**src/rtl/ai_paddle_ctrl_pkg.sv**
```systemverilog
// Shared game geometry, move codes and AI FSM types for the left-side computer opponent.
package ai_paddle_ctrl_pkg;
  localparam int WIDTH           = 640;
  localparam int HEIGHT          = 480;
  localparam int BALL_RADIUS     = 6;
  localparam int PAD_WIDTH       = 4;
  localparam int PAD_HEIGHT      = 80;
  localparam int HALF_PAD_HEIGHT = 40;

  localparam logic [2:0] MV_NONE  = 3'd0;
  localparam logic [2:0] MV_P0_UP = 3'd1;
  localparam logic [2:0] MV_P0_DN = 3'd2;
  localparam logic [2:0] MV_P1_UP = 3'd3;
  localparam logic [2:0] MV_P1_DN = 3'd4;

  typedef enum logic [2:0] {ST_IDLE, ST_SNAP, ST_SCAN, ST_PRED, ST_DECIDE} ai_state_e;

  typedef struct packed {
    logic               valid;
    logic [2:0]         idx;
    logic signed [10:0] posx;
  } threat_t;

  function automatic logic signed [11:0] sx12(input logic [10:0] v);
    return $signed({v[10], v});
  endfunction
endpackage

```
**src/rtl/ai_paddle_ctrl_target_select.sv**
```systemverilog
// Keep-min threat register: one ball per cycle, remembers the closest incoming ball.
module ai_target_select
  import ai_paddle_ctrl_pkg::*;
(
  input  logic               clk,
  input  logic               rst_n,
  input  logic               i_clr,
  input  logic               i_en,
  input  logic [2:0]         i_idx,
  input  logic signed [10:0] i_posx,
  input  logic               i_vxneg,
  output threat_t            o_thr
);
  localparam logic signed [10:0] C_BR = 11'(BALL_RADIUS);

  threat_t r_thr;
  logic    w_threat;

  assign w_threat = i_vxneg && (i_posx > C_BR);
  assign o_thr    = r_thr;

  // Strict less-than: scan runs in ascending index, so ties keep the lower index.
  always_ff @(posedge clk or negedge rst_n) begin
    if (!rst_n) begin
      r_thr <= '0;
    end else if (i_clr) begin
      r_thr <= '0;
    end else if (i_en && w_threat && (!r_thr.valid || i_posx < r_thr.posx)) begin
      r_thr.valid <= 1'b1;
      r_thr.idx   <= i_idx;
      r_thr.posx  <= i_posx;
    end
  end
endmodule

```
**src/rtl/ai_paddle_ctrl.sv**
```systemverilog
// Left-side AI: snapshot on stclk, scan balls, pick a paddle and register a move code.
// Optional AI_PREDICT_EN: extrapolate target y by LOOKAHEAD frames (adds one cycle).
module ai_paddle_ctrl
  import ai_paddle_ctrl_pkg::*;
#(
  parameter int NBALL     = 5,
  parameter int DEADBAND  = 6,
  parameter int LOOKAHEAD = 4
) (
  input  logic                  clk,
  input  logic                  rst_n,
  input  logic                  stclk,
  input  logic                  aim,
  input  logic [NBALL*11-1:0]   ball_posx,
  input  logic [NBALL*11-1:0]   ball_posy,
  input  logic [NBALL*11-1:0]   ball_velx,
  input  logic [NBALL*11-1:0]   ball_vely,
  input  logic [10:0]           pad0_posx,
  input  logic [10:0]           pad0_posy,
  input  logic [10:0]           pad1_posx,
  input  logic [10:0]           pad1_posy,
  output logic [2:0]            AI_M,
  output logic                  ai_busy,
  output logic                  ai_valid
);
  localparam logic signed [11:0] C_PW   = 12'(PAD_WIDTH);
  localparam logic signed [11:0] C_DB   = 12'(DEADBAND);
  localparam logic signed [11:0] C_NDB  = -C_DB;
  localparam logic signed [11:0] C_YTOP = 12'(HEIGHT - HALF_PAD_HEIGHT);
  localparam logic signed [11:0] C_HPH  = 12'(HALF_PAD_HEIGHT);
  localparam logic signed [11:0] C_MID  = 12'(HEIGHT / 2);

  ai_state_e                r_state;
  logic [2:0]               r_idx;
  logic [2:0]               r_move;
  logic                     r_busy, r_valid;
  logic [NBALL-1:0][10:0]   r_px, r_py;
  logic [NBALL-1:0]         r_vxneg;
  logic [10:0]              r_p0y, r_p1x, r_p1y;

  threat_t                  w_thr;
  logic signed [11:0]       w_tgt_raw, w_tgt, w_pad_y, w_d;
  logic                     w_use_p1;
  logic [2:0]               w_move;
  logic                     w_unused;

  ai_target_select u_sel (
    .clk     (clk),
    .rst_n   (rst_n),
    .i_clr   (r_state == ST_SNAP),
    .i_en    (r_state == ST_SCAN),
    .i_idx   (r_idx),
    .i_posx  ($signed(r_px[r_idx])),
    .i_vxneg (r_vxneg[r_idx]),
    .o_thr   (w_thr)
  );

`ifdef AI_PREDICT_EN
  localparam logic signed [13:0] C_LA   = 14'(LOOKAHEAD);
  localparam logic signed [13:0] C_YMIN = 14'(BALL_RADIUS);
  localparam logic signed [13:0] C_YMAX = 14'(HEIGHT - BALL_RADIUS);

  logic [NBALL-1:0][10:0] r_vy;
  logic signed [11:0]     r_tgt;
  logic signed [13:0]     w_py14, w_vy14, w_pred;

  assign w_py14 = $signed({{3{r_py[w_thr.idx][10]}}, r_py[w_thr.idx]});
  assign w_vy14 = $signed({{3{r_vy[w_thr.idx][10]}}, r_vy[w_thr.idx]});
  assign w_pred = w_py14 + w_vy14 * C_LA;

  always_comb begin
    w_tgt_raw = C_MID;
    if (w_thr.valid) begin
      if (w_pred < C_YMIN)      w_tgt_raw = C_YMIN[11:0];
      else if (w_pred > C_YMAX) w_tgt_raw = C_YMAX[11:0];
      else                      w_tgt_raw = w_pred[11:0];
    end
  end

  // Predicted target is registered in ST_PRED to keep the multiply off the decide path.
  always_ff @(posedge clk or negedge rst_n) begin
    if (!rst_n) begin
      r_vy  <= '0;
      r_tgt <= '0;
    end else begin
      if (r_state == ST_SNAP) r_vy  <= ball_vely;
      if (r_state == ST_PRED) r_tgt <= w_tgt_raw;
    end
  end

  assign w_tgt    = r_tgt;
  assign w_unused = ^{pad0_posx, ball_velx};
`else
  assign w_tgt_raw = w_thr.valid ? sx12(r_py[w_thr.idx]) : C_MID;
  assign w_tgt     = w_tgt_raw;
  assign w_unused  = ^{pad0_posx, ball_velx, ball_vely};
`endif

  assign w_use_p1 = !w_thr.valid || (sx12(w_thr.posx) >= sx12(r_p1x) + C_PW);
  assign w_pad_y  = w_use_p1 ? sx12(r_p1y) : sx12(r_p0y);
  assign w_d      = w_tgt - w_pad_y;

  always_comb begin
    w_move = MV_NONE;
    if (w_d > C_DB && w_pad_y < C_YTOP)
      w_move = w_use_p1 ? MV_P1_UP : MV_P0_UP;
    else if (w_d < C_NDB && w_pad_y > C_HPH)
      w_move = w_use_p1 ? MV_P1_DN : MV_P0_DN;
  end

  always_ff @(posedge clk or negedge rst_n) begin
    if (!rst_n) begin
      r_state <= ST_IDLE;
      r_idx   <= '0;
      r_move  <= MV_NONE;
      r_busy  <= 1'b0;
      r_valid <= 1'b0;
      r_px    <= '0;
      r_py    <= '0;
      r_vxneg <= '0;
      r_p0y   <= '0;
      r_p1x   <= '0;
      r_p1y   <= '0;
    end else if (!aim) begin
      r_state <= ST_IDLE;
      r_move  <= MV_NONE;
      r_busy  <= 1'b0;
      r_valid <= 1'b0;
    end else begin
      r_valid <= 1'b0;
      // A frame tick always (re)starts the scan; an in-flight decision is dropped.
      if (stclk) begin
        r_state <= ST_SNAP;
        r_busy  <= 1'b1;
      end else begin
        case (r_state)
          ST_SNAP: begin
            r_px  <= ball_posx;
            r_py  <= ball_posy;
            for (int i = 0; i < NBALL; i++) r_vxneg[i] <= ball_velx[11*i+10];
            r_p0y <= pad0_posy;
            r_p1x <= pad1_posx;
            r_p1y <= pad1_posy;
            r_idx <= '0;
            r_state <= ST_SCAN;
          end
          ST_SCAN: begin
            r_idx <= r_idx + 3'd1;
            if (r_idx == 3'(NBALL - 1))
`ifdef AI_PREDICT_EN
              r_state <= ST_PRED;
`else
              r_state <= ST_DECIDE;
`endif
          end
          ST_PRED:   r_state <= ST_DECIDE;
          ST_DECIDE: begin
            r_move  <= w_move;
            r_valid <= 1'b1;
            r_busy  <= 1'b0;
            r_state <= ST_IDLE;
          end
          default:   r_state <= ST_IDLE;
        endcase
      end
    end
  end

  assign AI_M     = r_move;
  assign ai_busy  = r_busy;
  assign ai_valid = r_valid;
endmodule

```
**config.mk**
```make
export PLATFORM = sky130hd
export DESIGN_NAME = ai_paddle_ctrl
export DESIGN_NICKNAME = d
export VERILOG_FILES = /design/src/rtl/ai_paddle_ctrl_pkg.sv /design/src/rtl/ai_paddle_ctrl_target_select.sv /design/src/rtl/ai_paddle_ctrl.sv
export SDC_FILE = /design/constraint.sdc
export NUM_CORES = 1
export LEC_CHECK = 0
export ABC_AREA = 1
export BUFFER_PORTS_ARGS = -buffer_cell sky130_fd_sc_hd__buf_2
export CORE_ASPECT_RATIO = 0.6
export CORE_UTILIZATION = 40
export DETAILED_ROUTE_END_ITERATION = 8
export SKIP_CTS_REPAIR_TIMING = 1
export SLEW_MARGIN = 20
export SYNTH_ARGS = -nofsm -noshare
export SYNTH_HDL_FRONTEND = slang
export SYNTH_SLANG_ARGS = --single-unit
```
**constraint.sdc**
```tcl
create_clock -name clk -period 4.6 [get_ports clk]
set_input_delay 0.46 -clock clk [delete_from_list [all_inputs] [get_ports clk]]
set_output_delay 0.46 -clock clk [all_outputs]
set_load 0.005 [all_outputs]
```
==> flow_summary.rst, run 1 <==
.. list-table::
   :header-rows: 1

   * - Metric
     - Value
   * - Synth warn
     - 0
   * - Fraction of layout cells with a size suffix above 1
     - 20.20%
   * - Via count of the first global-routing pass
     - 7494
   * - Number of top-level pins
     - 273
   * - Period utilisation layout
     - 95.57%
   * - Cell area after technology mapping
     - 9460 um2
   * - Total internal power
     - 3141 uW
   * - Number of library cell types mapped by synthesis
     - 54
   * - Fraction of power consumed by combinational cells
     - 29.2%
   * - # Max-Cap Violations
     - 0
   * - Post-CTS clock slew at the launch and capture registers of the worst setup and hold paths
     - 0.07 ns
   * - Worst voltage drop across the vdd grid
     - 0.2642 mV
   * - Remaining antenna violation count
     - 0
   * - Area of the core
     - 23130 um2
   * - # nets final
     - 1671
   * - Initial Util
     - 40.89%
   * - First DRT Iteration DRCs
     - 648
   * - Most frequently used flop master after synthesis
     - sky130_fd_sc_hd__dfrtp_1
   * - Worst rel slew slack
     - 44.65%
   * - Crit-path most repeated cell
     - sky130_fd_sc_hd__nand2_1
   * - Total GRT Usage
     - 21.15%
   * - Classification of the worst setup path
     - reg2reg
   * - Capture point of the worst reg-to-reg path
     - AI_M[1]$_DFFE_PN0P_
   * - Fraction of the mapped netlist area in simple logic gates
     - 30.17%
   * - Setup ws final
     - 0.2037 ns
   * - Leading cell type in the layout, fill and taps excluded
     - sky130_fd_sc_hd__nand2_1
   * - Fraction of synthesized area in multiplexers
     - 0.3174%
   * - Worst setup SP type
     - flip-flop
   * - Xor and xnor area share after synthesis
     - 0.7406%
   * - Detailed-route wire length
     - 25050 um
   * - Clock Sink Count
     - 174
   * - Grt ovf
     - 0
   * - Critical-path top delay cell
     - sky130_fd_sc_hd__dfrtp_1
   * - Antenna diode count
     - 0
   * - Die area
     - 24290 um2
   * - Maximum cell stage delay along the critical path
     - 0.41 ns
   * - Post-synth ARST share
     - 100.0%
   * - Largest net degree at the start of global routing
     - 119
   * - Design Power
     - 4825 uW
   * - Maximum fanout encountered on the critical timing path
     - 6
   * - Sequential share of the synthesized area
     - 46.03%
   * - Slew at the pin with the worst max-slew slack
     - 0.8302 ns
   * - Number of hold-slack violations in the final timing report
     - 0
   * - Final core utilization
     - 48.47%
   * - Compound-cell area share of the yosys netlist
     - 10.55%
   * - Placed wire-length estimate
     - 17730 um
   * - Max Buffers Root-to-Sink
     - 2
   * - Psw
     - 1684 uW
   * - Final Max Slew Viols
     - 0
   * - Part of the total power dissipated in sequential elements
     - 40.9%
   * - Per-cell routed wire length
     - 14.77 um
   * - Post-synthesis cell count
     - 1222
   * - Pre-CTS worst setup slack
     - 0.09018 ns
   * - H-tree depth
     - 4
   * - Power per standard cell area
     - 430.3 nW/um2
   * - Clock latency at the later pin of the worst-skew pair
     - 0.44 ns
   * - Via-per-instance ratio
     - 4.902
   * - Endpoint type of the worst setup path
     - flip-flop
   * - Routability Congestion
     - 0.8688
   * - Final Instance Area
     - 11210 um2
   * - Quantity of I/O buffers inserted on ports
     - 156
   * - Most frequent cells in the layout
     - sky130_fd_sc_hd__nand2_1, sky130_fd_sc_hd__dfrtp_1, sky130_fd_sc_hd__buf_2
   * - Final critical path time including I/O delays and setup
     - 4.396 ns
   * - #FFs+latches synth
     - 174
   * - Path category of the worst min-delay check
     - in2async
   * - Setup TNS
     - 0 ns
   * - Clk Tree Root Cell
     - sky130_fd_sc_hd__clkbuf_16
   * - Startpoint of the worst register-to-register path
     - r_p1x[3]$_DFFE_PN0P_
   * - Remaining DRCs
     - 0
   * - Cell area after placement
     - 10500 um2
   * - First-pass GRT wire length
     - 40060 um
   * - Per-instance average area after synthesis
     - 7.742 um2
   * - Synthesis-to-layout area growth
     - 18.54%
   * - Clock buffers created by TritonCTS
     - 17
   * - Clock network fraction of design power
     - 30.0%
   * - Antenna violations before repair
     - 0
   * - Number of endpoints failing setup at the final stage
     - 0
   * - Die height
     - 121.1 um
   * - CTS tree
     - done
   * - Status
     - complete, no violations
   * - Net switching fraction of the power
     - 34.90%
   * - Arithmetic-cell share of the synthesized area counting full adders, half adders and majority gates
     - 4.708%
   * - Count of flip-flops with a built-in enable after synthesis
     - 0
   * - Maximum frequency from static timing analysis
     - 227.5 MHz
   * - Mapped Nets
     - 1525
   * - Leak
     - 0.005978 uW
   * - Length of the first detailed-routing pass in iterations
     - 5
   * - Data required, critical path
     - 4.92 ns
   * - DIE WIDTH
     - 200.5 um
   * - Std cell rows
     - 43
   * - Data arrival time at the worst-slack endpoint
     - 4.71 ns
   * - Main combinational cell family by area after synthesis
     - simple AND/OR/NAND/NOR gates
   * - Depth of the worst register-to-register path
     - 30
   * - Worst-case register-to-register setup slack
     - 0.20 ns
   * - Fillers
     - 2309
   * - Clock Skew
     - 0.01106 ns
   * - Vias
     - 8314
[logic make-up (layout without fill, tap and decap cells)]
| group | Yosys count | count (layout) |
|---|---|---|
| xor gates and xnor gates | 8 | 8 |
| and+or+nand+nor | 669 | 669 |
| buffers and inverters | 167 | 326 |
| muxes | 3 | 3 |
| DFF | 174 | 174 |
| AOI/OAI and AO/OA | 166 | 166 |
| adders and majority gates | 35 | 35 |
[layout make-up]
cell class	count	area [um2]	share of cell area, %
clock buffers	20	456.7	4.072
clock inverters	12	123.9	1.105
inverters	114	432.9	3.860
multi-input cells	881	4469	39.85
flip-flops and latches	174	4354	38.83
well taps	315	394.1	3.514
repair buffers	180	983.4	8.769
[metal layers]
metal | GRT usage (%) | vias to the layer above | share of wire (%)
li1 | - | 4218 | -
met5 | 0 | - | 0
met2 | 26.19 | 223 | 37
met4 | 4.294 | 0 | 0.67
met3 | 4.028 | 15 | 5.0
met1 | 35.99 | 3858 | 57
[critical path, delay by kind of cell (launching register included)]
| kind | cells | cell delay, ns |
|---|---|---|
| and+or+nand+nor | 21 | 2.35 |
| adders and majority gates | 3 | 0.90 |
| DFF | 1 | 0.41 |
| AOI/OAI and AO/OA | 2 | 0.29 |
| xor gates and xnor gates | 1 | 0.17 |
| buffers and inverters | 3 | 0.16 |
[stage by stage]
step                      hold WS (ns)  cells
final                          0.03333   1696
after global routing           0.08448   1696
after CTS                      0.06938   1688
after detailed placement        0.4504   1656
after global placement          0.4478   1656
after floorplan                 0.1644   1222
[Yosys cell counts (2+ instances only)]
library cell                 n  area [um2]
sky130_fd_sc_hd__o21ai_2     2       17.52
sky130_fd_sc_hd__buf_2       4       20.02
sky130_fd_sc_hd__o32ai_1     8       70.07
sky130_fd_sc_hd__inv_2      11       41.29
sky130_fd_sc_hd__a21oi_1    35       175.2
sky130_fd_sc_hd__mux2i_1     3       30.03
sky130_fd_sc_hd__nor2_2      4       25.02
sky130_fd_sc_hd__a21o_1      2       15.01
sky130_fd_sc_hd__nand3_1    60       300.3
sky130_fd_sc_hd__o211ai_1    4       30.03
sky130_fd_sc_hd__xnor2_1     2       17.52
sky130_fd_sc_hd__dfrtp_1   174        4354
sky130_fd_sc_hd__inv_1     101       379.1
sky130_fd_sc_hd__nand2_2    10       62.56
sky130_fd_sc_hd__clkbuf_1   38       142.6
sky130_fd_sc_hd__nor2_1     51       191.4
sky130_fd_sc_hd__ha_1       34       425.4
sky130_fd_sc_hd__nand3_2     4       40.04
sky130_fd_sc_hd__nor3_1      6       30.03
sky130_fd_sc_hd__nand4_2     2       25.02
sky130_fd_sc_hd__o31ai_1     8       60.06
sky130_fd_sc_hd__nand2_1   496        1862
sky130_fd_sc_hd__a22oi_1     3       22.52
sky130_fd_sc_hd__nand4_1    17       106.4
sky130_fd_sc_hd__buf_6       8       90.09
sky130_fd_sc_hd__o22ai_2     5       62.56
sky130_fd_sc_hd__nand2_4     5       56.30
sky130_fd_sc_hd__nor4_1      2       12.51
sky130_fd_sc_hd__or2_1       4       25.02
sky130_fd_sc_hd__nand3b_4    2       40.04
sky130_fd_sc_hd__o21bai_1    2       15.01
sky130_fd_sc_hd__o21ai_1    10       50.05
sky130_fd_sc_hd__a31oi_1     2       12.51
sky130_fd_sc_hd__xor2_1      6       52.55
sky130_fd_sc_hd__o21ai_0    78       390.4
[power by group through the flow]
| stage | Sequential [uW] | Clock, uW | Combinational [uW] |
|---|---|---|---|
| global route | 2000 | 1530 | 1610 |
| floorplan | 1950 | 0 | 983 |
| global placement | 1980 | 0 | 1340 |
| CTS | 1970 | 1480 | 1370 |
| finish | 1970 | 1450 | 1410 |
| detailed placement | 1990 | 0 | 1360 |
[state kept, by name (all words and copies together), names as in the netlist, 3 cells and up]
name and flops:
AI_M 3, r_idx 3, r_p0y 11, r_p1x 11
r_p1y 11, r_px 55, r_py 55, r_state 3
r_vxneg 5, u_sel.o_thr 15
[how the worst max path moves through the flow]
stage | start | to | slack (ns)
after floorplan | r_p1x[2]$_DFFE_PN0P_ | AI_M[1]$_DFFE_PN0P_ | 0.73
after global placement | r_p1x[2]$_DFFE_PN0P_ | AI_M[1]$_DFFE_PN0P_ | 0.13
after detailed placement | r_p1x[2]$_DFFE_PN0P_ | AI_M[1]$_DFFE_PN0P_ | 0.09
after CTS | r_p1x[2]$_DFFE_PN0P_ | AI_M[1]$_DFFE_PN0P_ | 0.05
after global routing | r_p1x[2]$_DFFE_PN0P_ | AI_M[0]$_DFFE_PN0P_ | -0.04
final | r_p1x[3]$_DFFE_PN0P_ | AI_M[1]$_DFFE_PN0P_ | 0.20
Power figures use the tool's default switching activity.
==> inputs of run 2 (changes only) <==
--- a/config.mk
+++ b/config.mk
@@ -11,4 +11,5 @@
 export CORE_UTILIZATION = 40
 export DETAILED_ROUTE_END_ITERATION = 8
+export PLACE_DENSITY = 0.72
 export SKIP_CTS_REPAIR_TIMING = 1
 export SLEW_MARGIN = 20
==> constraint.sdc (replaced) <==
create_clock -name clk -period 4.6 [get_ports clk]
set_input_delay 0.92 -clock clk [delete_from_list [all_inputs] [get_ports clk]]
set_output_delay 0.92 -clock clk [all_outputs]
set_load 0.005 [all_outputs]
==> flow_summary.rst, run 2 (same netlist as run 1, synthesis figures left out) <==
.. list-table::
   :header-rows: 1

   * - Metric
     - Value
   * - Clock latency at the later pin of the worst-skew pair
     - 0.44 ns (about the same)
   * - Maximum cell stage delay along the critical path
     - 0.43 ns (+0.02 ns)
   * - Number of endpoints failing setup at the final stage
     - 0 (unchanged)
   * - Via count of the first global-routing pass
     - 8084 (+7.9%)
   * - Capture point of the worst reg-to-reg path
     - AI_M[1]$_DFFE_PN0P_
   * - # Max-Cap Violations
     - 0 (unchanged)
   * - H-tree depth
     - 4 (unchanged)
   * - Critical path capture point
     - AI_M[1]$_DFFE_PN0P_
   * - Clk Tree Root Cell
     - sky130_fd_sc_hd__clkbuf_16
   * - Quantity of I/O buffers inserted on ports
     - 156 (unchanged)
   * - Startpoint of the worst register-to-register path
     - r_p1x[3]$_DFFE_PN0P_
   * - Power per standard cell area
     - 427.6 nW/um2 (-0.62%)
   * - Path category of the worst min-delay check
     - reg2reg
   * - Leading cell type in the layout, fill and taps excluded
     - sky130_fd_sc_hd__nand2_1
   * - First-pass GRT wire length
     - 41970 um (+4.8%)
   * - DIE WIDTH
     - 200.5 um (unchanged)
   * - Die height
     - 121.1 um (unchanged)
   * - Worst setup SP type
     - flip-flop
   * - Via-per-instance ratio
     - 4.985 (+1.7%)
   * - Maximum fanout encountered on the critical timing path
     - 8 (+2)
   * - # nets final
     - 1662 (-0.54%)
   * - Endpoint type of the worst setup path
     - flip-flop
   * - Post-CTS clock slew at the launch and capture registers of the worst setup and hold paths
     - 0.07 ns (about the same)
   * - Unrepaired setup endpoints after global routing
     - false
   * - Fraction of layout cells with a size suffix above 1
     - 19.72% (-0.48 points)
   * - Antenna violations before repair
     - 1 (+1)
   * - Status
     - complete, no violations
   * - Synthesis-to-layout area growth
     - 17.64%
   * - Setup crit start
     - r_p1x[3]$_DFFE_PN0P_
   * - Leak
     - 0.005905 uW (-1.2%)
   * - Detailed-route wire length
     - 25330 um (+1.1%)
   * - Cell area after placement
     - 10490 um2 (-0.17%)
   * - Crit-path most repeated cell
     - sky130_fd_sc_hd__inv_1
   * - Std cell rows
     - 43 (unchanged)
   * - Hold Startpoint
     - r_py[6]$_DFFE_PN0P_
   * - Clock Skew
     - 0.01130 ns (+0.0002337 ns)
   * - Critical-path top delay cell
     - sky130_fd_sc_hd__dfrtp_1
   * - Period utilisation layout
     - 92.93% (-2.6 points)
   * - First DRT Iteration DRCs
     - 548 (-15%)
   * - Die area
     - 24290 um2 (unchanged)
   * - Slew at the pin with the worst max-slew slack
     - 0.9254 ns (+0.09514 ns)
   * - Logic depth of the worst path, buffers included
     - 28 (-6.7%)
   * - Remaining antenna violation count
     - 0 (unchanged)
   * - Total GRT Usage
     - 22.03% (+0.87 points)
   * - Placed wire-length estimate
     - 18140 um (+2.3%)
   * - Worst-case register-to-register setup slack
     - 0.33 ns (+0.12 ns)
   * - Most frequent cells in the layout
     - sky130_fd_sc_hd__nand2_1, sky130_fd_sc_hd__dfrtp_1, sky130_fd_sc_hd__buf_2
   * - Design Power
     - 4759 uW (-1.4%)
   * - Depth of the worst register-to-register path
     - 28 (-6.7%)
   * - Fillers
     - 2303 (-0.26%)
   * - Initial Util
     - 40.89% (unchanged)
   * - Largest net degree at the start of global routing
     - 186 (+56%)
   * - Worst rel slew slack
     - 38.31% (-6.3 points)
   * - Number of hold-slack violations in the final timing report
     - 0 (unchanged)
   * - Maximum frequency from static timing analysis
     - 233.9 MHz (+2.8%)
   * - Length of the first detailed-routing pass in iterations
     - 5 (unchanged)
   * - Layout Cells excl Fill
     - 1685 (-0.65%)
   * - Worst voltage drop across the vdd grid
     - 0.2425 mV (-8.2%)
   * - Clock buffers created by TritonCTS
     - 17 (unchanged)
   * - Max Buffers Root-to-Sink
     - 2 (unchanged)
   * - Remaining DRCs
     - 0 (unchanged)
   * - Largest delay contributor family on the critical path
     - simple AND/OR/NAND/NOR gates
   * - Classification of the worst setup path
     - reg2reg
   * - Data arrival time at the worst-slack endpoint
     - 4.59 ns (-0.12 ns)
   * - Final Instance Area
     - 11130 um2 (-0.76%)
   * - Data required, critical path
     - 4.92 ns (about the same)
   * - Final critical path time including I/O delays and setup
     - 4.275 ns (-0.1214 ns)
   * - Final Max Slew Viols
     - 0 (unchanged)
   * - Grt ovf
     - 0 (unchanged)
   * - Routability Congestion
     - 0.9140 (+5.2%)
   * - Per-cell routed wire length
     - 15.04 um (+1.8%)
   * - CTS tree
     - done
   * - Area of the core
     - 23130 um2 (unchanged)
   * - Number of cells after detailed placement
     - 1652 (-0.24%)
   * - Vias
     - 8400 (+1.0%)
   * - Clock Sink Count
     - 174 (unchanged)
   * - Number of top-level pins
     - 273 (unchanged)
   * - Critical path buffer and inverter count
     - 7 (+4)
[run 2: tightest hold or removal path, cell delays in order (launching register included)]
cell                      delay, ns
sky130_fd_sc_hd__dfrtp_1       0.34
sky130_fd_sc_hd__nand2_1       0.06
sky130_fd_sc_hd__nand2_1       0.05
[run 2: worst min path at each step]
stage,to,cells after the start,slack (ns)
after detailed placement,r_py[31]$_DFFE_PN0P_,2,0.45
after global placement,r_py[31]$_DFFE_PN0P_,2,0.45
after CTS,r_py[31]$_DFFE_PN0P_,2,0.47
after floorplan,r_p0y[1]$_DFFE_PN0P_,2,0.43
after global routing,r_px[36]$_DFFE_PN0P_,2,0.48
final,r_py[6]$_DFFE_PN0P_,2,0.47
[run 2: final cells by class]
| class | count | area, um2 | area share, % |
|---|---|---|---|
| multi-input cells | 881 | 4482 | 40.27 |
| diodes | 1 | 2.502 | 0.02248 |
| flip-flops and latches | 174 | 4357 | 39.15 |
| clock buffers | 19 | 432.9 | 3.890 |
| inverters | 114 | 430.4 | 3.867 |
| repair buffers | 171 | 924.6 | 8.308 |
| well taps | 315 | 394.1 | 3.541 |
| clock inverters | 10 | 106.4 | 0.9556 |
[run 2: per-layer routing]
metal  GRT usage, %  routed length [um]
met1          34.54               13550
met5              0                   0
met4          4.866                 193
met3          4.270                1374
met2          30.75               10220
[run 2: metrics by stage]
step | setup TNS [ns] | hold WS (ns) | utilization (%) | setup slack, ns
6_report | 0 | 0.4676 | 48.11 | 0.3251
5_1_grt | 0 | 0.4843 | 48.10 | 0.01081
2_1_floorplan | 0 | 0.4342 | - | 0.7254
4_1_cts | -0.02569 | 0.4717 | 47.66 | -0.02569
3_5_place_dp | 0 | 0.4545 | 45.33 | 0.01516
3_3_place_gp | 0 | 0.4502 | 45.33 | 0.1587
[run 2: report_power, final]
part           switching [uW]  leakage, uW  total [uW]  internal [uW]
registers                 165      0.00220        1980           1810
clock network             644     0.000251        1390            747
logic                     869      0.00345        1390            521
total                    1680      0.00590        4760           3080
==> inputs of run 3 (changes only) <==
- PLACE_DENSITY: 0.72 -> 0.75
- clock period: 4.6 -> 3.5 ns (I/O delays scaled with it)
==> flow_summary.rst, run 3 (same netlist as run 1, synthesis figures left out) <==
.. list-table::
   :header-rows: 1

   * - Metric
     - Value
   * - Number of cells after detailed placement
     - 1693 (+2.5%)
   * - Period utilisation layout
     - 118.4% (+25 points)
   * - Fillers
     - 2233 (-3.0%)
   * - Critical-path top delay cell
     - sky130_fd_sc_hd__dfrtp_1
   * - Total internal power
     - 4364 uW (+42%)
   * - Worst voltage drop across the vdd grid
     - 0.3046 mV (+26%)
   * - Number of hold-slack violations in the final timing report
     - 0 (unchanged)
   * - Path category of the worst min-delay check
     - in2async
   * - Worst rel slew slack
     - 44.34% (+6.0 points)
   * - Unrepaired setup endpoints after global routing
     - true
   * - Area of the core
     - 23130 um2 (unchanged)
   * - Routed length on met3
     - 1559 um (+13%)
   * - Slew at the pin with the worst max-slew slack
     - 0.8349 ns (-0.09043 ns)
   * - Maximum cell stage delay along the critical path
     - 0.41 ns (-0.02 ns)
   * - Fraction of power consumed by combinational cells
     - 30.5% (+1.3 points)
   * - Remaining antenna violation count
     - 0 (unchanged)
   * - Initial Util
     - 40.89% (unchanged)
   * - # Max-Cap Violations
     - 0 (unchanged)
   * - Number of endpoints failing setup at the final stage
     - 3 (+3)
   * - Maximum fanout encountered on the critical timing path
     - 5 (-3)
   * - WL met1
     - 13450 um (-0.71%)
   * - Clock buffers created by TritonCTS
     - 17 (unchanged)
   * - Net switching fraction of the power
     - 33.88% (-1.4 points)
   * - Psw
     - 2236 uW (+33%)
   * - Leading cell type in the layout, fill and taps excluded
     - sky130_fd_sc_hd__nand2_1
   * - Endpoint type of the worst setup path
     - flip-flop
   * - Final core utilization
     - 50.18% (+2.1 points)
   * - Die height
     - 121.1 um (unchanged)
   * - Clock network fraction of design power
     - 30.2% (+1.0 points)
   * - Via-per-instance ratio
     - 4.925 (-1.2%)
   * - CTS tree
     - done
   * - Area of all sequential standard cells
     - 4354 um2 (about the same)
   * - Antenna diode count
     - 0 (-1)
   * - Max Buffers Root-to-Sink
     - 2 (unchanged)
   * - Antenna violations before repair
     - 2 (+1)
   * - Number of top-level pins
     - 273 (unchanged)
   * - Length of the first detailed-routing pass in iterations
     - 5 (unchanged)
   * - Violations in the final reports
     - negative setup slack
   * - Setup ws final
     - -0.6432 ns (-0.9683 ns)
   * - Data required, critical path
     - 3.82 ns (-1.10 ns)
   * - Leak
     - 0.006213 uW (+5.2%)
   * - Via count of the first global-routing pass
     - 8136 (+0.64%)
   * - Clock latency at the later pin of the worst-skew pair
     - 0.44 ns (about the same)
   * - Grt ovf
     - 0 (unchanged)
   * - Uppermost routed layer
     - met5
   * - Final critical path time including I/O delays and setup
     - 4.143 ns (-0.1317 ns)
   * - Detail Route met2 WL
     - 10400 um (+1.7%)
   * - DIE WIDTH
     - 200.5 um (unchanged)
   * - Final Max Slew Viols
     - 0 (unchanged)
   * - Total GRT Usage
     - 22.07% (+0.045 points)
   * - Vias
     - 8500 (+1.2%)
   * - Remaining DRCs
     - 0 (unchanged)
   * - Clock Sink Count
     - 174 (unchanged)
   * - Clock Skew
     - 0.009655 ns (-0.001642 ns)
   * - Post-CTS clock slew at the launch and capture registers of the worst setup and hold paths
     - 0.06 ns (about the same)
   * - Worst setup SP type
     - flip-flop
   * - Layout Cells excl Fill
     - 1726 (+2.4%)
   * - Placed wire-length estimate
     - 18810 um (+3.7%)
   * - First-pass GRT wire length
     - 41920 um (-0.11%)
   * - Most frequent cells in the layout
     - sky130_fd_sc_hd__nand2_1, sky130_fd_sc_hd__dfrtp_1, sky130_fd_sc_hd__buf_2
   * - Largest net degree at the start of global routing
     - 186 (unchanged)
   * - Data arrival time at the worst-slack endpoint
     - 4.46 ns (-0.13 ns)
   * - First DRT Iteration DRCs
     - 709 (+29%)
   * - Part of the total power dissipated in sequential elements
     - 39.2% (-2.4 points)
   * - Setup TNS
     - -1.878 ns (-1.878 ns)
   * - Per-cell routed wire length
     - 14.80 um (-1.6%)
   * - Quantity of I/O buffers inserted on ports
     - 156 (unchanged)
   * - Maximum frequency from static timing analysis
     - 241.4 MHz (+3.2%)
   * - Synthesis-to-layout area growth
     - 22.72%
   * - Area occupied by multi-input gates
     - 4561 um2 (+1.8%)
   * - # nets final
     - 1703 (+2.5%)
   * - Std cell rows
     - 43 (unchanged)
   * - Routability Congestion
     - 0.9047 (-1.0%)
   * - Clk Tree Root Cell
     - sky130_fd_sc_hd__clkbuf_16
   * - Detailed-route wire length
     - 25540 um (+0.83%)
   * - Fraction of layout cells with a size suffix above 1
     - 23.10% (+3.4 points)
   * - Classification of the worst setup path
     - reg2reg
   * - Status
     - complete, but fails checks
   * - H-tree depth
     - 4 (unchanged)
   * - Power per standard cell area
     - 568.4 nW/um2 (+33%)
   * - Die area
     - 24290 um2 (unchanged)
-- run 3: cell types whose count changed in the layout (fill, tap and decap cells not counted), sizes merged --
cell      before  now
clkbuf        19   20
clkinv         3    4
inv          116  115
clkinvlp       4    2
bufinv         1    3
buf          171  212
diode          1    0
-- run 3: path summary, 6_finish.rpt --
check                                     startpoint  cells after the start  slack [ns]                    to
worst max-delay path            r_p1x[3]$_DFFE_PN0P_                     29       -0.64   AI_M[1]$_DFFE_PN0P_
worst min-delay path                           rst_n                      1        0.32  r_p1x[1]$_DFFE_PN0P_
worst max register to register  r_p1x[3]$_DFFE_PN0P_                     29       -0.64   AI_M[1]$_DFFE_PN0P_
worst min register to register  r_py[22]$_DFFE_PN0P_                      2        0.47  r_py[22]$_DFFE_PN0P_
max in group asynchronous                      rst_n                      2        2.34  r_p0y[4]$_DFFE_PN0P_
min in group clk                       ball_posy[32]                      3        0.46  r_py[32]$_DFFE_PN0P_
-- run 3: per-stage QoR --
stage                     area (um2)  total power, uW  setup slack [ns]  hold slack, ns
final                          11610             6599           -0.6432          0.3158
after global routing           11610             7044           -0.9738          0.3773
after detailed placement       10870             4546           -0.6700          0.4561
after CTS                      11480             6565           -0.7083          0.3526
after global placement         10870             4482           -0.5394          0.4493
after floorplan                 9512             3876           -0.2375          0.4044
-- run 3: critical path: cells and delay by family (launching register included) --
| kind | cells | cell delay, ns |
|---|---|---|
| buffers and inverters | 2 | 0.20 |
| XOR/XNOR | 1 | 0.21 |
| adder cells (fa/ha/maj) | 4 | 1.05 |
| AND/OR/NAND/NOR | 19 | 1.90 |
| flip-flops | 1 | 0.41 |
| AO/OA/AOI/OAI | 3 | 0.27 |
-- run 3: cell type report --
type / count / share of cell area (%)
sequential: 174 / 37.50
tap: 315 / 3.395
inverter: 114 / 3.729
timing repair buffer: 212 / 10.83
multi-input combinational: 881 / 39.28
clock buffer: 20 / 3.934
clock inverter: 10 / 1.326
-- run 3: power groups by stage --
stage	logic [uW]	clock network [uW]	registers, uW
6_report	2020	2000	2590
5_1_grt	2300	2120	2630
4_1_cts	1950	2040	2580
3_5_place_dp	1930	0	2610
3_3_place_gp	1880	0	2610
2_1_floorplan	1310	0	2560
-- run 3: layer usage --
| metal | track usage [%] | up-vias |
|---|---|---|
| met1 | 34.12 | 3983 |
| met3 | 4.619 | 14 |
| met2 | 31.47 | 234 |
| met4 | 4.198 | 4 |
| met5 | 0 | - |
| li1 | - | 4265 |
